--- src/rtl/axi_stream_pkg.sv ---
// ============================================================================
// axi_stream_pkg : constants and types shared by both ends of the byte link
// Rev 1.0
// ============================================================================
`default_nettype none

package axi_stream_pkg;

   localparam int BYTE_W           = 8;
   localparam int ID_W             = 8;
   // Master and slave default to the same packet size so both ends agree.
   localparam int PCK_SIZE_DEFAULT = 4;

   typedef enum logic [1:0] {
      IDLE = 2'd0,
      SEND = 2'd1,
      DONE = 2'd2
   } axis_tx_state_e;

endpackage

`default_nettype wire

--- src/rtl/axi_if.sv ---
// ============================================================================
// axi_if : byte-wide AXI-Stream bundle with component ID and packet end mark
// Rev 1.0
// ============================================================================
`default_nettype none

interface axi_if;
   import axi_stream_pkg::*;

   logic [BYTE_W-1:0] tdata;
   logic              tvalid;
   logic              tready;
   logic              tlast;
   logic [ID_W-1:0]   tid;

   modport master (
      output tdata,
      output tvalid,
      output tlast,
      output tid,
      input  tready
   );

   modport slave (
      input  tdata,
      input  tvalid,
      input  tlast,
      input  tid,
      output tready
   );

endinterface

`default_nettype wire

--- src/rtl/axi_stream_master.sv ---
// ============================================================================
// axi_stream_master : sends one PCK_SIZE-byte word as LSB-first byte beats
// Rev 1.0
// ============================================================================
`default_nettype none

module axi_stream_master
   import axi_stream_pkg::*;
#(
   parameter int              PCK_SIZE = PCK_SIZE_DEFAULT,
   parameter logic [ID_W-1:0] DEST_ID  = 8'hFF
) (
   input  logic                     clk,
   input  logic                     rst,
   input  logic [PCK_SIZE*8-1:0]    tx_data,
   input  logic                     tx_start,
   output logic                     busy,
   output logic                     done,
   axi_if.master                    axi
);

   localparam int              CNT_W   = (PCK_SIZE > 1) ? $clog2(PCK_SIZE) : 1;
   localparam logic [CNT_W-1:0] c_last = CNT_W'(PCK_SIZE - 1);
   // Index of the beat before the last one; only consulted when PCK_SIZE > 1.
   localparam logic [CNT_W-1:0] c_pen  = CNT_W'((PCK_SIZE > 1) ? (PCK_SIZE - 2) : 0);

   axis_tx_state_e          r_state;
   logic [PCK_SIZE*8-1:0]   r_shreg;
   logic [CNT_W-1:0]        r_cnt;
   logic [PCK_SIZE*8-1:0]   w_shifted;

   assign w_shifted = r_shreg >> BYTE_W;

   always_ff @(posedge clk) begin
      if (rst) begin
         r_state    <= IDLE;
         r_shreg    <= '0;
         r_cnt      <= '0;
         busy       <= 1'b0;
         done       <= 1'b0;
         axi.tvalid <= 1'b0;
         axi.tdata  <= '0;
         axi.tlast  <= 1'b0;
         axi.tid    <= '0;
      end else begin
         case (r_state)
            IDLE: begin
               done <= 1'b0;
               if (tx_start) begin
                  r_shreg    <= tx_data;
                  r_cnt      <= '0;
                  axi.tdata  <= tx_data[BYTE_W-1:0];
                  axi.tid    <= DEST_ID;
                  axi.tlast  <= (PCK_SIZE == 1);
                  axi.tvalid <= 1'b1;
                  busy       <= 1'b1;
                  r_state    <= SEND;
               end
            end
            SEND: begin
               // Outputs are preloaded with the next beat so the bus stays registered.
               if (axi.tready) begin
                  if (r_cnt == c_last) begin
                     axi.tvalid <= 1'b0;
                     axi.tlast  <= 1'b0;
                     busy       <= 1'b0;
                     done       <= 1'b1;
                     r_state    <= DONE;
                  end else begin
                     r_shreg    <= w_shifted;
                     r_cnt      <= r_cnt + CNT_W'(1);
                     axi.tdata  <= w_shifted[BYTE_W-1:0];
                     axi.tlast  <= (r_cnt == c_pen);
                  end
               end
            end
            DONE: begin
               done    <= 1'b0;
               r_state <= IDLE;
            end
            default: begin
               r_state <= IDLE;
            end
         endcase
      end
   end

endmodule

`default_nettype wire

--- src/flat_wrapper.sv ---
// flat-port wrapper written by rule: the top's interface ports become plain ports
module axi_stream_master_flat import axi_stream_pkg::*;
#(
   parameter int              PCK_SIZE = PCK_SIZE_DEFAULT,
   parameter logic [ID_W-1:0] DEST_ID  = 8'hFF
)
  (clk, rst, tx_data, tx_start, busy, done, axi_tdata, axi_tvalid, axi_tlast, axi_tid, axi_tready);
  axi_if axi_i ();
  input  logic clk;
  input  logic rst;
  input  logic [PCK_SIZE*8-1:0] tx_data;
  input  logic tx_start;
  output logic busy;
  output logic done;
  output wire logic [$bits(axi_i.tdata)-1:0] axi_tdata;
  output wire logic [$bits(axi_i.tvalid)-1:0] axi_tvalid;
  output wire logic [$bits(axi_i.tlast)-1:0] axi_tlast;
  output wire logic [$bits(axi_i.tid)-1:0] axi_tid;
  input wire logic [$bits(axi_i.tready)-1:0] axi_tready;
  assign axi_tdata = axi_i.tdata;
  assign axi_tvalid = axi_i.tvalid;
  assign axi_tlast = axi_i.tlast;
  assign axi_tid = axi_i.tid;
  assign axi_i.tready = axi_tready;
  axi_stream_master #(.PCK_SIZE(PCK_SIZE), .DEST_ID(DEST_ID)) u_core (.clk(clk), .rst(rst), .tx_data(tx_data), .tx_start(tx_start), .busy(busy), .done(done), .axi(axi_i));
endmodule
--- config.mk ---
export PLATFORM = sky130hd
export DESIGN_NAME = axi_stream_master_flat
export DESIGN_NICKNAME = d
export VERILOG_FILES = /design/src/rtl/axi_stream_pkg.sv /design/src/rtl/axi_if.sv /design/src/rtl/axi_stream_master.sv /design/src/flat_wrapper.sv
export SDC_FILE = /design/constraint.sdc
export NUM_CORES = 1
export LEC_CHECK = 0
export ABC_CLOCK_PERIOD_IN_PS = 1730
export BUFFER_PORTS_ARGS = -buffer_cell sky130_fd_sc_hd__buf_4
export CAP_MARGIN = 20
export CORE_MARGIN = 2
export CORE_UTILIZATION = 53
export CTS_BUF_LIST = sky130_fd_sc_hd__clkbuf_2 sky130_fd_sc_hd__clkbuf_4 sky130_fd_sc_hd__clkbuf_8
export CTS_CLUSTER_SIZE = 24
export DETAILED_ROUTE_END_ITERATION = 8
export PLACE_DENSITY = 0.81
export SYNTH_ARGS = -nofsm -noshare
export SYNTH_HDL_FRONTEND = slang
export SYNTH_SLANG_ARGS = --single-unit
--- constraint.sdc ---
create_clock -name clk -period 1.73 [get_ports clk]
set_input_delay 0.519 -clock clk [delete_from_list [all_inputs] [get_ports clk]]
set_output_delay 0.519 -clock clk [all_outputs]
set_load 0.02 [all_outputs]
==> run metrics <==
status=finished, final reports clean; worst rel slew slack=77.06%; clock buffer depth=2; Pwr Density=878.1 nW/um^2; setup violators final=0; Worst EP required=1.93 ns; Avg Inst Size Synth=10.88 sq um; cell taking the most area after synthesis=dfxtp_1; synth cell count leaders=dfxtp_1, mux2i_1, nor3_1, buf_4, a211oi_2; RD Place Congestion=roughly 0.79; CTS tree=built; Yosys reg bits=40; crit path launch type=flop; setup tns final=0 ns; gr usage total=a little over a fifth; Synth top area share=41.10%; area grow syn2layout=23.51%; ys flop type=dfxtp_1; synth top area cells=dfxtp_1, mux2i_1, a211oi_2; clock slew at reported path FFs=0.07 ns; vias in the first global route=1546; die area=4176 sq um; worst-path fanout max=16; pins over their slew limit=0; vias=~1500; drt first pass iters=4; Tcrit/Tclk final=91.28%; first-pass GRT wire length=7086 um; total grt overflow=0; fin nets=about 260; Hold WC Path Type=input port to flop; end-of-flow core utilization=approximately two thirds; WS Path Type=flop to flop; share of cells above drive strength 1=44.34%; initial antenna violation count=0; Distinct cells, synth=36; Crit path arrival time=1.78 ns; LEAKAGE=0.9848 nW; Peak supply drop=0.4458 mV; dominant cell by count in the synthesized netlist=dfxtp_1; slew at the pin closest to its max-slew limit=around 0.34 ns; Initial DRC Count=86; Seq/Total Area, Yosys=approximately two fifths; DP HPWL=approximately 3000 um; EDFF count, synth=0; row count=22; Initial Util=54.02%; syn_nets=217; drt total wl=4143 um; die height=~65 um; post-route ant nets=0; RSZ-0062 raised after global routing=false; n_diodes=0; Post-CTS Setup Repair Bufs=0; vias per inst=~5.6; DRC viols=0; drt wl/cell=15.40 um; Root Buffer=clkbuf_8; async set-or-reset flop fraction in the synthesized netlist=0%; total of max-cap violations=0; Ys Warns=0; CTS sink cnt=40; Port Buf Inserts=55; largest net degree at the start of global routing=21; Die W=64.63 um; crit path time final=1.579 ns; IO Count=56; CP Capture Type=flop; Fin. Hold Viols=0; Synth Instances=~180; mapped cell area=1948 sq um; H-tree depth reported by CTS=2; CTS buffer count=5; Worst Skew=roughly 0.0054 ns; Core Footprint=3606 sq um; worst skew pair latency=0.29 ns; fmax=633.3 MHz
==> path summary, 6_finish.rpt <==
| check | start | end | cells after the start | slack, ns |
|---|---|---|---|---|
| max reg2reg | u_core.r_cnt[1]$_SDFFE_PP0P_ | u_core.r_shreg[12]$_SDFFE_PP0P_ | 6 | 0.15 |
| max | u_core.r_cnt[1]$_SDFFE_PP0P_ | u_core.r_shreg[12]$_SDFFE_PP0P_ | 6 | 0.15 |
| min reg2reg | u_core.r_shreg[27]$_SDFFE_PP0P_ | u_core.r_shreg[27]$_SDFFE_PP0P_ | 1 | 0.48 |
| min | tx_data[28] | u_core.r_shreg[28]$_SDFFE_PP0P_ | 2 | 0.44 |
==> power by group <==
part           internal (W)  switching, W
registers          0.000994     0.0000486
logic              0.000240      0.000242
clock network      0.000290      0.000298
total               0.00152      0.000589
==> area by class of cell <==
| class | count | area, sq um |
|---|---|---|
| Multi-Input combinational cell | 107 | 934.6 |
| Fill cell | 268 | 1200 |
| Clock inverter | 1 | 5.005 |
| Inverter | 1 | 3.754 |
| Clock buffer | 6 | 76.32 |
| Sequential cell | 40 | 802.0 |
| Timing Repair Buffer | 66 | 524.3 |
| Tap cell | 48 | 60.06 |
==> layout by cell type (no fill, tap or decap), types with 2 or more instances in the layout <==
| cell | count |
|---|---|
| a211oi_2 | 18 |
| clkbuf_8 | 5 |
| ha_1 | 2 |
| dfxtp_1 | 39 |
| nor3_1 | 24 |
| nor2_1 | 3 |
| buf_4 | 63 |
| buf_12 | 2 |
| a22o_1 | 8 |
| a211oi_1 | 6 |
| mux2i_1 | 24 |
==> per-layer routing <==
layer,vias to the layer above,track usage [%],share of wire (%)
met2,56,34.51,46
met3,11,6.944,6.4
met1,703,27.41,45
met5,-,0,0
met4,0,8.777,2.1
li1,737,-,-
==> per-stage QoR <==
step	power (W)	setup WS [ns]	cell area [sq um]	instances	hold WS (ns)
5_1_grt	0.002228	0.02385	2406	269	0.4345
4_1_cts	0.002125	0.1259	2402	269	0.4415
3_5_place_dp	0.001544	0.07615	2321	262	0.4655
6_report	0.002113	0.1509	2406	269	0.4428
2_1_floorplan	0.001405	0.2735	1948	179	0.4422
3_3_place_gp	0.001523	0.1336	2321	262	0.4558
==> critical path, cell delays in order (launching register included) <==
cell      delay [ns]
dfxtp_1         0.34
ha_1            0.25
nor4bb_4        0.28
buf_6           0.18
buf_12          0.15
nor3_1          0.05
a211oi_1        0.23
==> registers in the layout, summed over array words and instances, names as in the netlist <==
| signal | count |
|---|---|
| u_core.r_shreg | 32 |
| u_core.r_cnt | 2 |
| u_core.r_state | 2 |
| u_core.axi.tid | 1 |
| u_core.axi.tlast | 1 |
| u_core.axi.tvalid | 1 |
| u_core.done | 1 |
==> repair_timing <==
item                       4_1_cts  5_1_grt
hold buffers                     0        0
setup endpoints to repair        0        1
resized for setup                0        1
==> cell families after synthesis <==
group	count (synthesis)	synth area share, %
AOI/OAI and AO/OA	39	20.49
adders and majority gates	2	1.284
buffers and inverters	32	11.69
DFF	40	41.10
muxes	24	12.33
and+or+nand+nor	42	13.10
Power figures use the tool's default switching activity.
